`src/rtl/pe_mac_pool_if.sv`:
```
// Load/control/result bundle of one conv/pool PE: scratchpad write ports,
// start command, and the valid/ready result channel.
interface pe_mac_pool_if #(
    parameter int DATA_WIDTH = 8,
    parameter int DEPTH      = 16,
    parameter int OUT_WIDTH  = 16
);
    localparam int AW = $clog2(DEPTH);

    logic                  act_wr_en;
    logic [AW-1:0]         act_wr_addr;
    logic [DATA_WIDTH-1:0] act_wr_data;
    logic                  wt_wr_en;
    logic [AW-1:0]         wt_wr_addr;
    logic [DATA_WIDTH-1:0] wt_wr_data;
    logic                  start;
    logic                  mode;
    logic                  relu_en;
    logic [AW:0]           len;
    logic [DATA_WIDTH-1:0] bias_in;
    logic                  busy;
    logic                  out_valid;
    logic                  out_ready;
    logic [OUT_WIDTH-1:0]  pe_out;
    logic                  overflow;
    logic [1:0]            dbg_state;

    // Result transfers on a rising edge where out_valid && out_ready; once raised,
    // out_valid, pe_out and overflow stay put until that transfer.
    modport master (
        output act_wr_en, act_wr_addr, act_wr_data,
        output wt_wr_en, wt_wr_addr, wt_wr_data,
        output start, mode, relu_en, len, bias_in, out_ready,
        input  busy, out_valid, pe_out, overflow, dbg_state
    );

    modport slave (
        input  act_wr_en, act_wr_addr, act_wr_data,
        input  wt_wr_en, wt_wr_addr, wt_wr_data,
        input  start, mode, relu_en, len, bias_in, out_ready,
        output busy, out_valid, pe_out, overflow, dbg_state
    );
endinterface

```
`src/rtl/pe_mac_pool.sv`:
```
// Conv/pool processing element: scratchpad-fed signed MAC or running max over
// a programmable length, then optional ReLU and saturation to OUT_WIDTH.
module pe_mac_pool #(
    parameter int DATA_WIDTH = 8,
    parameter int DEPTH      = 16,
    parameter int ACC_WIDTH  = 24,
    parameter int OUT_WIDTH  = 16
) (
    input logic          clk,
    input logic          rst,
    pe_mac_pool_if.slave bus
);
    localparam int AW  = $clog2(DEPTH);
    localparam int DW  = DATA_WIDTH;
    localparam int ACW = ACC_WIDTH;
    localparam int OW  = OUT_WIDTH;

    localparam logic signed [ACW-1:0] SAT_MAX   = {{(ACW-OW+1){1'b0}}, {(OW-1){1'b1}}};
    localparam logic signed [ACW-1:0] SAT_MIN   = {{(ACW-OW+1){1'b1}}, {(OW-1){1'b0}}};
    localparam logic signed [ACW-1:0] POOL_INIT = {{(ACW-DW+1){1'b1}}, {(DW-1){1'b0}}};
    localparam logic [AW:0]           LEN_MAX   = (AW+1)'(DEPTH);

    typedef enum logic [1:0] {IDLE = 2'd0, RUN = 2'd1, FINAL = 2'd2, OUT = 2'd3} state_t;

    state_t                 state_q;
    logic [AW:0]            idx_q, len_q;
    logic                   mode_q, relu_q;
    logic signed [ACW-1:0]  acc_q;
    logic [OW-1:0]          pe_out_q;
    logic                   ovf_q, out_valid_q;

    logic signed [DW-1:0]   act_mem [DEPTH];
    logic signed [DW-1:0]   wt_mem  [DEPTH];

    // Scratchpads have no reset; a same-cycle write is seen by RUN one cycle later.
    always_ff @(posedge clk) begin
        if (bus.act_wr_en) act_mem[bus.act_wr_addr] <= bus.act_wr_data;
        if (bus.wt_wr_en)  wt_mem[bus.wt_wr_addr]   <= bus.wt_wr_data;
    end

    logic signed [DW-1:0]   act_rd, wt_rd;
    logic signed [2*DW-1:0] prod;
    logic signed [ACW-1:0]  act_ext, prod_ext, bias_ext, acc_d, relu_r;
    logic [AW:0]            len_d;
    logic [OW-1:0]          pe_out_d;
    logic                   ovf_d;

    assign act_rd   = act_mem[idx_q[AW-1:0]];
    assign wt_rd    = wt_mem[idx_q[AW-1:0]];
    assign prod     = act_rd * wt_rd;
    assign act_ext  = {{(ACW-DW){act_rd[DW-1]}}, act_rd};
    assign prod_ext = {{(ACW-2*DW){prod[2*DW-1]}}, prod};
    assign bias_ext = {{(ACW-DW){bus.bias_in[DW-1]}}, bus.bias_in};
    assign acc_d    = mode_q ? ((act_ext > acc_q) ? act_ext : acc_q) : (acc_q + prod_ext);
    assign len_d    = (bus.len > LEN_MAX) ? LEN_MAX : bus.len;

    assign relu_r   = (relu_q && acc_q[ACW-1]) ? '0 : acc_q;
    assign ovf_d    = (relu_r > SAT_MAX) || (relu_r < SAT_MIN);
    assign pe_out_d = (relu_r > SAT_MAX) ? SAT_MAX[OW-1:0] :
                      (relu_r < SAT_MIN) ? SAT_MIN[OW-1:0] : relu_r[OW-1:0];

    always_ff @(posedge clk) begin
        if (rst) begin
            state_q     <= IDLE;
            idx_q       <= '0;
            len_q       <= '0;
            mode_q      <= 1'b0;
            relu_q      <= 1'b0;
            acc_q       <= '0;
            pe_out_q    <= '0;
            ovf_q       <= 1'b0;
            out_valid_q <= 1'b0;
        end else begin
            case (state_q)
                IDLE: begin
                    if (bus.start) begin
                        idx_q   <= '0;
                        len_q   <= len_d;
                        mode_q  <= bus.mode;
                        relu_q  <= bus.relu_en;
                        acc_q   <= bus.mode ? POOL_INIT : bias_ext;
                        state_q <= (len_d == '0) ? FINAL : RUN;
                    end
                end
                RUN: begin
                    acc_q <= acc_d;
                    idx_q <= idx_q + 1'b1;
                    if (idx_q == len_q - 1'b1) state_q <= FINAL;
                end
                FINAL: begin
                    pe_out_q    <= pe_out_d;
                    ovf_q       <= ovf_d;
                    out_valid_q <= 1'b1;
                    state_q     <= OUT;
                end
                OUT: begin
                    if (bus.out_ready) begin
                        out_valid_q <= 1'b0;
                        state_q     <= IDLE;
                    end
                end
                default: state_q <= IDLE;
            endcase
        end
    end

    assign bus.busy      = (state_q != IDLE);
    assign bus.out_valid = out_valid_q;
    assign bus.pe_out    = pe_out_q;
    assign bus.overflow  = ovf_q;
    assign bus.dbg_state = state_q;
endmodule

```
`src/flat_wrapper.sv`:
```
// flat-port wrapper written by rule: the top's interface ports become plain ports
module pe_mac_pool_flat 
#(
    parameter int DATA_WIDTH = 8,
    parameter int DEPTH      = 16,
    parameter int ACC_WIDTH  = 24,
    parameter int OUT_WIDTH  = 16
)
  (clk, rst, bus_act_wr_en, bus_act_wr_addr, bus_act_wr_data, bus_wt_wr_en, bus_wt_wr_addr, bus_wt_wr_data, bus_start, bus_mode, bus_relu_en, bus_len, bus_bias_in, bus_out_ready, bus_busy, bus_out_valid, bus_pe_out, bus_overflow, bus_dbg_state);
  pe_mac_pool_if #(.DATA_WIDTH(DATA_WIDTH), .DEPTH(DEPTH), .OUT_WIDTH(OUT_WIDTH)) bus_i ();
  input logic clk;
  input logic rst;
  input wire logic [$bits(bus_i.act_wr_en)-1:0] bus_act_wr_en;
  input wire logic [$bits(bus_i.act_wr_addr)-1:0] bus_act_wr_addr;
  input wire logic [$bits(bus_i.act_wr_data)-1:0] bus_act_wr_data;
  input wire logic [$bits(bus_i.wt_wr_en)-1:0] bus_wt_wr_en;
  input wire logic [$bits(bus_i.wt_wr_addr)-1:0] bus_wt_wr_addr;
  input wire logic [$bits(bus_i.wt_wr_data)-1:0] bus_wt_wr_data;
  input wire logic [$bits(bus_i.start)-1:0] bus_start;
  input wire logic [$bits(bus_i.mode)-1:0] bus_mode;
  input wire logic [$bits(bus_i.relu_en)-1:0] bus_relu_en;
  input wire logic [$bits(bus_i.len)-1:0] bus_len;
  input wire logic [$bits(bus_i.bias_in)-1:0] bus_bias_in;
  input wire logic [$bits(bus_i.out_ready)-1:0] bus_out_ready;
  output wire logic [$bits(bus_i.busy)-1:0] bus_busy;
  output wire logic [$bits(bus_i.out_valid)-1:0] bus_out_valid;
  output wire logic [$bits(bus_i.pe_out)-1:0] bus_pe_out;
  output wire logic [$bits(bus_i.overflow)-1:0] bus_overflow;
  output wire logic [$bits(bus_i.dbg_state)-1:0] bus_dbg_state;
  assign bus_i.act_wr_en = bus_act_wr_en;
  assign bus_i.act_wr_addr = bus_act_wr_addr;
  assign bus_i.act_wr_data = bus_act_wr_data;
  assign bus_i.wt_wr_en = bus_wt_wr_en;
  assign bus_i.wt_wr_addr = bus_wt_wr_addr;
  assign bus_i.wt_wr_data = bus_wt_wr_data;
  assign bus_i.start = bus_start;
  assign bus_i.mode = bus_mode;
  assign bus_i.relu_en = bus_relu_en;
  assign bus_i.len = bus_len;
  assign bus_i.bias_in = bus_bias_in;
  assign bus_i.out_ready = bus_out_ready;
  assign bus_busy = bus_i.busy;
  assign bus_out_valid = bus_i.out_valid;
  assign bus_pe_out = bus_i.pe_out;
  assign bus_overflow = bus_i.overflow;
  assign bus_dbg_state = bus_i.dbg_state;
  pe_mac_pool #(.DATA_WIDTH(DATA_WIDTH), .DEPTH(DEPTH), .ACC_WIDTH(ACC_WIDTH), .OUT_WIDTH(OUT_WIDTH)) u_core (.clk(clk), .rst(rst), .bus(bus_i));
endmodule
```
`config.mk`:
```
export PLATFORM = sky130hd
export DESIGN_NAME = pe_mac_pool_flat
export DESIGN_NICKNAME = d
export VERILOG_FILES = /design/src/rtl/pe_mac_pool_if.sv /design/src/rtl/pe_mac_pool.sv /design/src/flat_wrapper.sv
export SDC_FILE = /design/constraint.sdc
export NUM_CORES = 1
export LEC_CHECK = 0
export ABC_CLOCK_PERIOD_IN_PS = 7600
export CAP_MARGIN = 20
export CORE_UTILIZATION = 45
export CTS_CLUSTER_DIAMETER = 200
export DETAILED_ROUTE_END_ITERATION = 10
export MAX_ROUTING_LAYER = met4
export PLACE_DENSITY = 0.67
export SETUP_SLACK_MARGIN = 0.5
export SYNTH_ARGS = -nofsm -noshare
export SYNTH_HDL_FRONTEND = slang
export SYNTH_SLANG_ARGS = --single-unit
```
`constraint.sdc`:
```
create_clock -name clk -period 7.6 [get_ports clk]
set_input_delay 1.52 -clock clk [delete_from_list [all_inputs] [get_ports clk]]
set_output_delay 1.52 -clock clk [all_outputs]
set_load 0.005 [all_outputs]
```
==> run summary, run 1 <==
Post-Syn Instances = 1,245
WS Path Type = flop to flop
Total die area = 39,730 µm²
Layout cells sized above 1 = 13.38%
Worst hold path type = flop to flop
Clock buffer depth = 3
Required @ worst endpoint = 8.08 ns
Syn_nets = 1,479
Routed WL = 37.39 mm
Achievable Freq = 146.6 MHz
Placed Area = 18,740 µm²
Metal-1 WL = 17.57 mm
Worst-margin pin slew = 1.138 ns
Num CTS Buffers = 30
Crit path cell chain = buf_4, mux4_1, mux4_2, and2_2, fa_1, inv_1, fa_1, inv_1, fa_1, fa_1, fa_1, ha_1, o211ai_1, o211a_1, o31ai_4, a2111oi_1, o21a_1, o21ai_0, a211oi_1
Die Y = 199.3 µm
P&R area growth vs syn = 13.43%
Crit. End Element = flop
Residual DRC = 0
Avg Inst Size Synth = 14.07 µm²
CP delay by family, top = adder cells
DP HPWL = 26.93 mm
Critical path data arrival time = 7.30 ns
Grt total ovfl = 0
Port Buffers = 65
Iter 0 DRT Violations = 614
Starting Density = 46.08%
Worst r2r dst = u_core.acc_q[23]
Max-cap violations = 0
Synth warn = 0
Die Span X = 199.3 µm
Clk pin slew, worst setup/hold paths = 0.06 ns
Highest net fanout along the worst path = 15
Number of flops mapped to enable cells by yosys = 256
Clock latency on the worst-skew pair = 0.60 ns
Max transition margin = 23.88%
WP buf/inv = 3
Post-route cell area = 19,870 µm²
Worst Hold End = u_core.bus.pe_out[5]
DRT Pass-1 Iters = 5
Seq/Total Area, Yosys = 50.73%
Clock Skews = 0.04391 ns
Critical Path Slowest Stage Cell = mux4_2
Antenna Nets Post-Route = 0
Core area = 38,020 µm²
Yosys reg bits = 316
Slowest stage delay, CP = 0.62 ns
Ys async rst share = 0%
Wire length on met2 = 17.58 mm
Hold Fails Final Rpt = 0
# setup viols final = 0
CTS tree = yes
Number of global-route vias before repair = 10,406
Period minus WS final = 6.820 ns
RSZ-0062 raised after global routing = no
Setup TNS = 0 ns
Synth top area cells = edfxtp_1, fa_1, mux4_2
Vias per inst = 5.494
Global Route Usage Sum = 19.90%
H-tree Lvls = 1
DR WL met3 = 1.679 mm
CTS sink count = 316
Synthesized area = 17,520 µm²
Via count = 10,285
FF-to-FF setup slack = 0.78 ns
Ports = 66
FP Rows = 71
Top sig layer = met4
Slew Viols, Final = 0
Status = finished, final reports clean
Most used cell, CP = fa_1
WHS Path Cells = 2
Wire per inst = 19.97 µm
Largest area contributor in the netlist = edfxtp_1
CP Launch Type = flop
CTS Hold Bufs = 0
Share of the synthesized area in the top cell type = 43.88%
Initial antenna violation count = 1
First-pass GRT wire length = 58.64 mm
Largest net degree at the start of global routing = 57
Yosys cell types = 63
Hold Path Origin = u_core.bus.pe_out[5]
Core Util, Final = 52.27%
Final worst path period share = 89.73%
Final nets = 1,570
RePlAce Congestion = 0.8638
R2r worst-path depth = 19
Root Buffer = clkbuf_16
Top_reg_cell synth = edfxtp_1
-- cell type report --
class	count	area, µm²
repair buffers	102	955.9
flip-flops and latches	316	8896
inverters	124	465.4
fillers	3232	18150
diodes	1	2.502
clock inverters	20	226.5
clock buffers	36	783.3
well taps	511	639.4
multi-input cells	762	7904
-- stage by stage --
| step | hold WS [ns] | std cells | worst slack [ns] |
|---|---|---|---|
| floorplan | 0.4496 | 1245 | 0.6699 |
| global placement | 0.4662 | 1802 | 0.6375 |
| detailed placement | 0.4777 | 1802 | 0.4929 |
| CTS | 0.4861 | 1858 | 0.6177 |
| global route | 0.5093 | 1872 | 0.4671 |
| finish | 0.4834 | 1872 | 0.7802 |
-- metal layers --
metal  global-route usage [%]  up-vias
met1                    28.45     5200
met5                        -        -
li1                         -     4775
met4                    3.960        0
met2                    30.77      269
met3                    2.447       41
-- cells by family after synthesis --
logic type                 count (synthesis)  share of synthesized area [%]
DFF                                      316                          50.73
muxes                                     92                          11.25
buffers and inverters                    167                          4.392
xor gates and xnor gates                  32                          1.600
and+or+nand+nor                          273                          7.584
AOI/OAI and AO/OA                        176                          6.492
adders and majority gates                189                          17.95
-- worst max path at each step --
stage / from / to / cells past startpoint
floorplan: flop / u_core.acc_q[23] / 20
global placement: flop / u_core.acc_q[23] / 19
detailed placement: flop / u_core.acc_q[23] / 19
CTS: flop / u_core.acc_q[23] / 19
global route: flop / u_core.acc_q[23] / 19
finish: flop / u_core.acc_q[23] / 19
-- cells in the mapped netlist (all sizes together), types with 3 or more instances --
library cell    n
mux4           78
nor3b           4
xor2           12
mux2            8
a211oi         41
nand3          17
buf            25
a21oi          61
a21o            6
nor3           17
o21a            7
mux2i           6
o21ai          23
o211ai          4
edfxtp        256
o21bai          3
a22oi           7
nand2b         13
nor2           91
nand4           7
ha             85
clkbuf         17
nor4            6
nor2b           3
a2111oi         3
o221ai          3
and2           38
dfxtp          60
a31oi           3
xnor2          20
nand2          62
fa            104
nand3b          7
o2111ai         3
or3b            3
inv           123
-- repair_timing --
| action | CTS | global route |
|---|---|---|
| buffers inserted | 0 | 10 |
| gates resized for setup | 1 | 4 |
| endpoints found under the setup margin | 1 | 7 |
-- state kept, by name, summed over array words and instances (netlist names), named ones only --
signal                cells
u_core.bus.out_valid      1
u_core.mode_q             1
u_core.wt_mem           128
u_core.idx_q              5
u_core.len_q              5
u_core.acc_q             24
u_core.act_mem          128
u_core.bus.pe_out        16
u_core.bus.dbg_state      2
u_core.bus.overflow       1
u_core.relu_q             1
-- worst min-delay path: cells and delay by family, from the launching register on --
family / cells / cell delay [ns]
DFF: 1 / 0.31
and+or+nand+nor: 1 / 0.08
AOI/OAI and AO/OA: 1 / 0.05
-- cell usage in the layout, fill, tap and decap left out, types with 8 or more instances in the layout --
cell / instances
inv_1: 123
xnor2_1: 20
clkinv_2: 9
nor2_1: 90
edfxtp_1: 256
ha_1: 85
a21oi_1: 61
a211oi_1: 41
xor2_1: 12
clkdlybuf4s50_1: 64
mux4_2: 61
clkbuf_16: 30
mux4_1: 17
o21ai_0: 20
nor3_1: 12
nand3_1: 17
buf_4: 33
nand2_1: 62
and2_2: 15
and2_1: 23
mux2_2: 8
fa_1: 104
dfxtp_1: 58
nand2b_1: 13
Power of run 1 is left out: the tool's default activity adds up to more than one toggle a clock period on the data nets, which glitch-free logic cannot reach.
==> run 2, diff against run 1 <==
Settings changed: CORE_ASPECT_RATIO set to 0.9, SLEW_MARGIN set to 20.
==> run summary, run 2 (synthesized netlist as in run 1, its figures left out) <==
Vias per inst = 5.416
Largest net degree at the start of global routing = 65
Num CTS Buffers = 30
Required @ worst endpoint = 7.99 ns
Core area = 38,370 µm²
Achievable Freq = 148.8 MHz
Antenna cells = 0
FF-to-FF setup slack = 0.88 ns
Clk pin slew, worst setup/hold paths = 0.07 ns
P&R area growth vs syn = 12.99%
Worst hold path type = flop to flop
H-tree Lvls = 1
Die Y = 189.2 µm
Antenna Nets Post-Route = 0
Global Route Usage Sum = 20.11%
Period minus WS final = 6.721 ns
Met1 Use GR = 29.29%
Core Util, Final = 51.59%
Max transition margin = 27.49%
Final nets = 1,563
Critical path data arrival time = 7.11 ns
Wire per inst = 19.77 µm
FP Rows = 68
WS Path Type = flop to flop
Slew Viols, Final = 0
RSZ-0062 raised after global routing = no
Status = finished, final reports clean
Ports = 66
Highest net fanout along the worst path = 32
Met3 GRT Util = 3.002%
Top flop regs = u_core.act_mem: 128 flops, u_core.wt_mem: 128 flops, u_core.acc_q: 24 flops
CTS tree = yes
Met2 GRT Util = 29.64%
Grt total ovfl = 0
Commonest non-fill, non-tap cell in the layout = edfxtp_1
Routed WL = 37.11 mm
CP Launch Type = flop
Clock latency on the worst-skew pair = 0.60 ns
Root Buffer = clkbuf_16
Hold Fails Final Rpt = 0
# setup viols final = 0
Clock Skews = 0.05777 ns
Clock buffer depth = 3
First-pass GRT wire length = 59.60 mm
DP HPWL = 26.96 mm
Worst-margin pin slew = 1.084 ns
DRT Pass-1 Iters = 5
Iter 0 DRT Violations = 665
CTS sink count = 316
Layout cells sized above 1 = 13.02%
CTS Hold Bufs = 0
Top Usage Layer GRT = met2
Max-cap violations = 0
Most frequent cells in the layout = edfxtp_1, inv_1, fa_1
Port Buffers = 65
Number of global-route vias before repair = 10,513
Initial antenna violation count = 0
Final worst path period share = 88.43%
Via count = 10,166
Total die area = 39,730 µm²
Setup TNS = 0 ns
Residual DRC = 0
RePlAce Congestion = 0.8705
Crit. End Element = flop
Starting Density = 45.66%
Die Span X = 210.0 µm
==> run 2: cell types whose count changed in the layout (fill, tap and decap cells not counted), moves of 2 or more <==
cell / before / now
clkinvlp_2: 0 / 4
buf_6: 2 / 0
nor2_2: 1 / 4
bufinv_16: 4 / 2
nor2_1: 90 / 87
buf_4: 33 / 27
clkinv_2: 9 / 3
clkinv_1: 5 / 8
==> run 2: metrics by stage <==
stage               instance area (µm²)  worst slack [ns]  hold slack (ns)  std cells
finish                            19800            0.8790           0.4807       1877
global route                      19800            0.5451           0.5001       1877
CTS                               19730            0.6167           0.4808       1873
detailed placement                18790            0.6499           0.4729       1818
global placement                  18780            0.7258           0.4604       1818
floorplan                         17520            0.6699           0.4496       1245
==> run 2: final timing paths <==
kind | endpoint | depth (start not counted) | from
worst min-delay path | u_core.len_q[4] | 2 | u_core.len_q[4]
worst min register to register | u_core.len_q[4] | 2 | u_core.len_q[4]
worst max register to register | u_core.acc_q[21] | 19 | flop
worst max-delay path | u_core.acc_q[21] | 19 | flop
==> run 2: repair_timing <==
| action | 4_1_cts | 5_1_grt |
|---|---|---|
| setup endpoints to repair | 0 | 8 |
| hold endpoints to repair | 0 | 0 |
| gates resized for setup | 0 | 7 |
| setup buffers | 0 | 3 |
==> run 2: metal layers <==
metal	part of all wire (%)	wire, µm
met1	47	17430
met2	45	16670
met3	5.7	2119
met4	2.4	896
met5	0	0
==> run 2: critical path, cell delays in order, from the launching register on <==
cell and delay [ns]:
dfxtp_4 0.49, buf_12 0.29, mux4_1 0.60, mux4_2 0.60
and2_2 0.25, fa_1 0.53, inv_1 0.05, fa_1 0.47
inv_1 0.06, fa_1 0.50, fa_1 0.57, fa_1 0.42
ha_1 0.34, o211ai_1 0.11, o211a_1 0.31, o31ai_4 0.34
a211oi_1 0.16, a21oi_1 0.20, xnor2_1 0.14, o221ai_1 0.12
==> run 2: layout make-up <==
class / count / area (µm²)
sequential: 316 / 8894
multi-input combinational: 762 / 7926
tap: 525 / 656.9
fill: 3180 / 18580
clock buffer: 36 / 773.2
timing repair buffer: 95 / 908.4
clock inverter: 19 / 168.9
inverter: 124 / 469.2
Power of run 2 is left out for the same reason.
==> run 3, diff against run 2 <==
Settings changed: CAP_MARGIN 20 to not set, CTS_CLUSTER_DIAMETER 200 to 60, SLEW_MARGIN 20 to 5.
==> run summary, run 3 (synthesized netlist as in run 1, its figures left out) <==
Status = finished, final reports clean
CTS Hold Bufs = 0
First-pass GRT wire length = 59.11 mm
Max-cap violations = 0
Worst-margin pin slew = 1.241 ns
CTS tree = yes
Final nets = 1,564
Num CTS Buffers = 31
Dpl ws = 0.6590 ns
Root Buffer = clkbuf_16
Clock latency on the worst-skew pair = 0.58 ns
Post-route cell area = 19,840 µm²
Starting Density = 45.66%
Initial antenna violation count = 0
Critical path data arrival time = 7.22 ns
Port Buffers = 65
Iter 0 DRT Violations = 765
Residual DRC = 0
RePlAce Congestion = 0.8705
H-tree Lvls = 1
Commonest non-fill, non-tap cell in the layout = edfxtp_1
Final worst path period share = 88.55%
Highest net fanout along the worst path = 64
Die Y = 189.2 µm
DRT Pass-1 Iters = 5
Die Span X = 210.0 µm
Top flop regs = u_core.act_mem: 128 flops, u_core.wt_mem: 128 flops, u_core.acc_q: 24 flops
RSZ-0062 raised after global routing = no
Period minus WS final = 6.730 ns
Max transition margin = 16.97%
Worst hold path type = flop to flop
Global Route Usage Sum = 19.92%
Number of global-route vias before repair = 10,508
Most frequent cells in the layout = edfxtp_1, inv_1, fa_1
Ports = 66
Clock Skews = 0.01186 ns
Hold Fails Final Rpt = 0
Antenna cells = 0
Clk pin slew, worst setup/hold paths = 0.06 ns
Layout cells sized above 1 = 12.56%
Slew Viols, Final = 0
Grt total ovfl = 0
Core area = 38,370 µm²
Setup ws final = 0.8699 ns
FP Rows = 68
Achievable Freq = 148.6 MHz
Wire per inst = 19.87 µm
Crit. End Element = flop
Antenna Nets Post-Route = 0
CTS sink count = 316
DP HPWL = 26.96 mm
WS Path Type = flop to flop
Via count = 10,245
Placed Area = 18,780 µm²
P&R area growth vs syn = 13.25%
Required @ worst endpoint = 8.09 ns
Worst hold slack = 0.4816 ns
Setup TNS = 0 ns
Total die area = 39,730 µm²
Clock buffer depth = 3
Largest net degree at the start of global routing = 65
CP Launch Type = flop
Routed WL = 37.34 mm
FF-to-FF setup slack = 0.87 ns
# setup viols final = 0
Vias per inst = 5.452
## run 3: cell count changes in the layout (fill, tap and decap cells not counted), moves of 2 or more
cell / delta
nor2_2: -3
nor2_1: +3
clkinvlp_2: -4
clkbuf_1: +3
bufinv_16: +2
## run 3: cell type report
type                       count  area [µm²]
tap                          525       656.9
clock inverter                17       192.7
clock buffer                  40       809.5
fill                        3193       18530
inverter                     124       465.4
multi-input combinational    762        7904
timing repair buffer          95       920.9
sequential                   316        8894
## run 3: metal layers
metal  share of wire, %  GRT usage [%]  up-vias
li1                   -              -     4744
met1                 48          28.82     5177
met2                 45          29.73      257
met3                5.1          2.869       67
met4                2.2          4.941        0
met5                  0              -        -
## run 3: stage by stage
stage	utilization (%)	instances
detailed placement	48.95	1818
CTS	51.56	1875
floorplan	-	1245
global route	51.71	1879
finish	51.71	1879
global placement	48.95	1818
## run 3: timing repair
action / 4_1_cts / 5_1_grt
endpoints found under the hold margin: 0 / 0
resized for setup: 0 / 5
setup buffers: 0 / 4
setup endpoints to repair: 0 / 8
## run 3: worst paths after layout
path                                 startpoint               end  cells after the start
worst min-delay path            u_core.len_q[4]   u_core.len_q[4]                      2
worst min register to register  u_core.len_q[4]   u_core.len_q[4]                      2
worst max-delay path                       flop  u_core.acc_q[19]                     21
worst max register to register             flop  u_core.acc_q[19]                     21
## run 3: critical path, cell delays in order, from the launching register on
cell and delay (ns):
dfxtp_2 0.35, buf_12 0.32, mux4_2 0.39, mux2i_1 0.17, mux2_2 0.30, clkinv_1 0.30
and2_1 0.26, inv_1 0.08, fa_1 0.54, fa_1 0.68, inv_1 0.22, fa_1 0.60
fa_1 0.43, ha_1 0.30, ha_1 0.35, and2_1 0.22, nand2_1 0.09, o21ai_0 0.12
a211oi_1 0.38, xnor2_1 0.16, a21oi_1 0.08, a211oi_1 0.26
Power of run 3 is left out for the same reason.
==> patch 1: new RTL, config.mk and constraints of run 2 <==
`OUT_WIDTH` is set to 16 in 3 places; all go to 20.
--- a/src/rtl/pe_mac_pool_if.sv
+++ b/src/rtl/pe_mac_pool_if.sv
@@ -3,7 +3,7 @@
 interface pe_mac_pool_if #(
     parameter int DATA_WIDTH = 8,
     parameter int DEPTH      = 16,
-    parameter int OUT_WIDTH  = 16
+    parameter int OUT_WIDTH  = 20
 );
     localparam int AW = $clog2(DEPTH);
 
--- a/src/rtl/pe_mac_pool.sv
+++ b/src/rtl/pe_mac_pool.sv
@@ -4,7 +4,7 @@
     parameter int DATA_WIDTH = 8,
     parameter int DEPTH      = 16,
     parameter int ACC_WIDTH  = 24,
-    parameter int OUT_WIDTH  = 16
+    parameter int OUT_WIDTH  = 20
 ) (
     input logic          clk,
     input logic          rst,
--- a/src/flat_wrapper.sv
+++ b/src/flat_wrapper.sv
@@ -4,7 +4,7 @@
     parameter int DATA_WIDTH = 8,
     parameter int DEPTH      = 16,
     parameter int ACC_WIDTH  = 24,
-    parameter int OUT_WIDTH  = 16
+    parameter int OUT_WIDTH  = 20
 )
   (clk, rst, bus_act_wr_en, bus_act_wr_addr, bus_act_wr_data, bus_wt_wr_en, bus_wt_wr_addr, bus_wt_wr_data, bus_start, bus_mode, bus_relu_en, bus_len, bus_bias_in, bus_out_ready, bus_busy, bus_out_valid, bus_pe_out, bus_overflow, bus_dbg_state);
   pe_mac_pool_if #(.DATA_WIDTH(DATA_WIDTH), .DEPTH(DEPTH), .OUT_WIDTH(OUT_WIDTH)) bus_i ();
Ports: changed (resized bus_pe_out); port bits go from 66 to 70. No check against the original RTL was run, so the function may have changed too.
==> patch 1 against run 2 <==
Critical path depth rose by 2. Sequential share of layout area fell by 0.13 points. Worst setup slack got worse by 0.088 ns. Routed wire length rose by 2.3%. Design area rose by 1.2%. Maximum frequency fell by 1.3%. Die area fell by 0.80%. Sequential cell count rose by 4. Synthesized area fell by 0.81%. Core utilization rose by 1.6 points. Cell count fell by 1.2%.
Power is not shown: default switching activity piles up to over one toggle a cycle in this logic, so the estimate is an artifact.
==> patch 1: results (changes against run 2) <==
RePlAce Congestion -> 0.872 (+0.16%)
ANT cells -> 1 (+1)
Clkbuf count -> 45 (+25%)
Worst Reg2Reg Path Length in Cells -> 21 (+2)
HP Start -> u_core.bus.pe_out[2]
Critical path's largest stage delay -> 0.65 ns (+0.05 ns)
CP Data Arrival Time -> 7.23 ns (+0.12 ns)
Worst Path Max Fanout -> 17 (-47%)
R2r setup slk -> 0.79 ns (-0.09 ns)
Global-route wire length before repair -> 59900 um (+0.51%)
Number of port buffers -> 69 (+6.2%)
Relative slew slack -> 0.282 (+0.00684)
Non-clk buf share -> 0.0570 (+0.0111)
Place WS -> 0.465 ns (-0.185 ns)
Yosys cell types -> 60 (-4.8%)
Drt total wl -> 38000 um (+2.3%)
CTS H-tree depth -> 2 (+1)
Status -> finished, final reports clean
Critical-path top delay cell -> mux4_2
Iteration-0 DRC Markers -> 885 (+33%)
Clock-cell share -> 0.0536 (+0.00606)
Worst hold path endpoint -> u_core.bus.pe_out[2]
Final net count -> 1580 (+1.1%)
Sequential area share after synthesis -> 0.516 (+0.00877)
Top cells by area, synth -> edfxtp_1, fa_1, mux4_2
Synth Register Bits -> 320 (+1.3%)
Layout cells sized above 1 -> 0.157 (+0.0268)
Detail Placement HPWL -> 27000 um (+0.26%)
Seq area share -> 0.448 (-0.00133)
Commonest cells in the netlist -> edfxtp_1, inv_1, fa_1
Multi-input gates -> 743 (-2.5%)
Num CTS Buffers -> 34 (+13%)
Gr usage total -> 0.203 (+0.00150)
FF-to-FF End -> u_core.acc_q[23]
Non-clk bufs -> 122 (+28%)
Multi-input combinational area share -> 0.388 (-0.0129)
Syn Nets -> 1463 (-1.1%)
[patch 1: how the worst max path moves through the flow]
stage | start | end | slack, ns | depth (start not counted)
after floorplan | register | u_core.acc_q[23] | 0.64 | 22
after global placement | register | u_core.acc_q[23] | 0.57 | 20
after detailed placement | register | u_core.acc_q[23] | 0.47 | 20
after CTS | register | u_core.acc_q[23] | 0.52 | 20
after global routing | register | u_core.acc_q[23] | 0.50 | 21
final | register | u_core.acc_q[23] | 0.79 | 21
[patch 1: cells by family after synthesis]
logic type	after synthesis	share of synthesized area
buf+inv	166	0.0397
xor+xnor	29	0.0146
fa+ha+maj	189	0.181
simple gates	276	0.0764
mux	91	0.110
flops	320	0.516
compound gates	158	0.0620
[patch 1: routing by layer]
| metal | GRT usage | vias up | wire (um) |
|---|---|---|---|
| met1 | 0.279 | 5228 | 17500 |
| met2 | 0.314 | 263 | 17800 |
| li1 | - | 4747 | - |
| met5 | - | - | 0 |
| met4 | 0.0602 | 0 | 933 |
| met3 | 0.0295 | 66 | 1640 |
[patch 1: worst register-to-register path, delay by kind of cell (launching register included)]
family	cells	cell delay [ns]
compound gates	6	1.59
fa+ha+maj	6	2.54
buf+inv	4	0.42
flops	1	0.37
mux	3	1.43
simple gates	2	0.38
[patch 1: timing repair]
item	in CTS	in global routing
pin swaps	0	1
setup buffers	0	26
resized for setup	4	13
setup endpoints to repair	2	6
[patch 1: stage by stage]
step	std cells	hold slack (ns)	utilization	cell area, um^2
2_1_floorplan	1229	0.448	-	17400
3_3_place_gp	1767	0.467	0.497	18700
3_5_place_dp	1767	0.467	0.497	18700
4_1_cts	1827	0.479	0.525	19800
5_1_grt	1853	0.496	0.532	20000
6_report	1854	0.479	0.532	20000
==> patch 2: new RTL, flow settings as in run 2 <==
Without the edit above. Make the reset (`rst`) asynchronous in one clocked block.
--- a/src/rtl/pe_mac_pool.sv
+++ b/src/rtl/pe_mac_pool.sv
@@ -59,7 +59,7 @@
     assign pe_out_d = (relu_r > SAT_MAX) ? SAT_MAX[OW-1:0] :
                       (relu_r < SAT_MIN) ? SAT_MIN[OW-1:0] : relu_r[OW-1:0];
 
-    always_ff @(posedge clk) begin
+    always_ff @(posedge clk or posedge rst) begin
         if (rst) begin
             state_q     <= IDLE;
             idx_q       <= '0;
Formal check against the unedited RTL: not equivalent (Yosys sat finds a counterexample within 4 cycles, from zero or initial values and one cycle with rst high; the reset may be asserted at any time).
==> patch 2 against run 2 <==
Critical path depth up 2. Design area is 2.1% higher. Via count shrank 1.6%. Hold slack improved by 0.037 ns. Sequential cell count down 4. Synthesized area decreased by 1.3%. Maximum frequency decreased by 3.3%. Global-route usage rose by 0.21 points. Routed wire length up 2.0%. Worst setup slack worse by 0.23 ns. Largest cell class unchanged.
Power is not shown: default switching activity piles up to over one toggle a cycle in this logic, so the estimate is an artifact.
==> patch 2: results (changes against run 2) <==
Synth async-reset ratio -> 0.179 (+0.179)
Top flop regs -> u_core.act_mem (128), u_core.wt_mem (128), u_core.acc_q (24)
Worst Path Max Fanout -> 8 (-75%)
Slew @ Worst Pin -> 1.12 ns (+0.0401 ns)
Type of the worst min-delay path -> register to register
Vias post-DR -> 9999 (-1.6%)
Number of synthesized flops with an enable pin -> 256 (unchanged)
Wire length per cell -> 21.0 um (+6.1%)
Pin count of the biggest net entering global routing -> 57 (-12%)
Critical-path top delay cell -> mux4_2
Highest Signal Layer -> met4
Post-Synth Adder-Cell Area -> 0.181 (+0.00161)
Global-route wire length before repair -> 59500 um (-0.13%)
Worst Clk Skew -> 0.0201 ns (-0.0376 ns)
Gr usage total -> 0.203 (+0.00210)
Sequential area share after synthesis -> 0.526 (+0.0182)
Commonest cells in the netlist -> edfxtp_1, inv_1, fa_1
Syn Nets -> 1408 (-4.8%)
Number of port buffers -> 65 (unchanged)
Routed wl met3 -> 1790 um (-16%)
RePlAce Congestion -> 0.846 (-2.8%)
CTS root buf -> clkbuf_16
Met1 Usage GRT -> 0.266 (-0.0271)
Clock transition at the registers of the reported paths -> 0.06 ns
Top_reg_cell synth -> edfxtp_1
HP Start -> u_core.bus.pe_out[15]
Iteration-0 DRC Markers -> 729 (+9.6%)
Vias in the first global route -> 10608 (+0.90%)
ANT cells -> 0 (unchanged)
Layout cells sized above 1 -> 0.172 (+0.0418)
Synth Area in Compound Gates -> 0.0582 (-0.00668)
Fill count -> 3031 (-4.7%)
Yosys cell types -> 65 (+3.2%)
Drt pass-1 iters -> 6 (+1)
Global routing usage on met2 -> 0.334 (+0.0376)
Detail Placement HPWL -> 26300 um (-2.3%)
Place WS -> 0.334 ns (-0.316 ns)
Met2 WL -> 18900 um (+13%)
CP Launch Point -> u_core.idx_q[0]
Reg2reg start -> u_core.idx_q[0]
Post-CTS Resized -> 5 (+5)
CP Data Arrival Time -> 7.37 ns (+0.26 ns)
M1 wire length -> 16400 um (-6.0%)
Xor/xnor share of the synthesized area -> 0.0157 (-0.000298)
Initial antenna violation count -> 0 (unchanged)
CTS Buffer Depth -> 3 (unchanged)
Num CTS Buffers -> 35 (+17%)
Area after DPL -> 0.0186 mm^2 (-0.79%)
YS warnings -> 0 (unchanged)
Top cells by area, synth -> edfxtp_1, fa_1, mux4_2
Post-CTS setup buffer count -> 7 (+7)
Clk_lat worst skew -> 0.52 ns (-0.08 ns)
Critical path's largest stage delay -> 0.61 ns
M3 GR Usage -> 0.0318 (+0.00180)
Status -> finished, final reports clean
Mux share of post-synthesis cell area -> 0.115 (+0.00212)
CTS H-tree depth -> 2 (+1)
Final net count -> 1531 (-2.0%)
==> patch 2: worst paths after layout <==
kind                                         endpoint  depth (start not counted)  slack, ns
worst max-delay path                 u_core.acc_q[23]                         21       0.65
worst min-delay path            u_core.bus.pe_out[15]                          2       0.52
worst max register to register       u_core.acc_q[23]                         21       0.65
worst min register to register  u_core.bus.pe_out[15]                          2       0.52
max in group asynchronous             u_core.idx_q[0]                          3       5.51
min in group asynchronous             u_core.len_q[0]                          3       1.53
==> patch 2: through the flow <==
stage	hold slack, ns	util	instances
floorplan	0.473	-	1175
global placement	0.505	0.496	1714
detailed placement	0.514	0.496	1714
CTS	0.523	0.529	1781
global route	0.541	0.538	1803
finish	0.518	0.538	1803
==> patch 2: cell type report <==
cell class	count	area (um^2)	share of cell area
sequential	312	9090	0.450
clock buffer	37	883	0.0437
multi-input combinational	705	7710	0.381
tap	483	604	0.0299
clock inverter	22	243	0.0120
timing repair buffer	123	1230	0.0609
inverter	121	454	0.0225
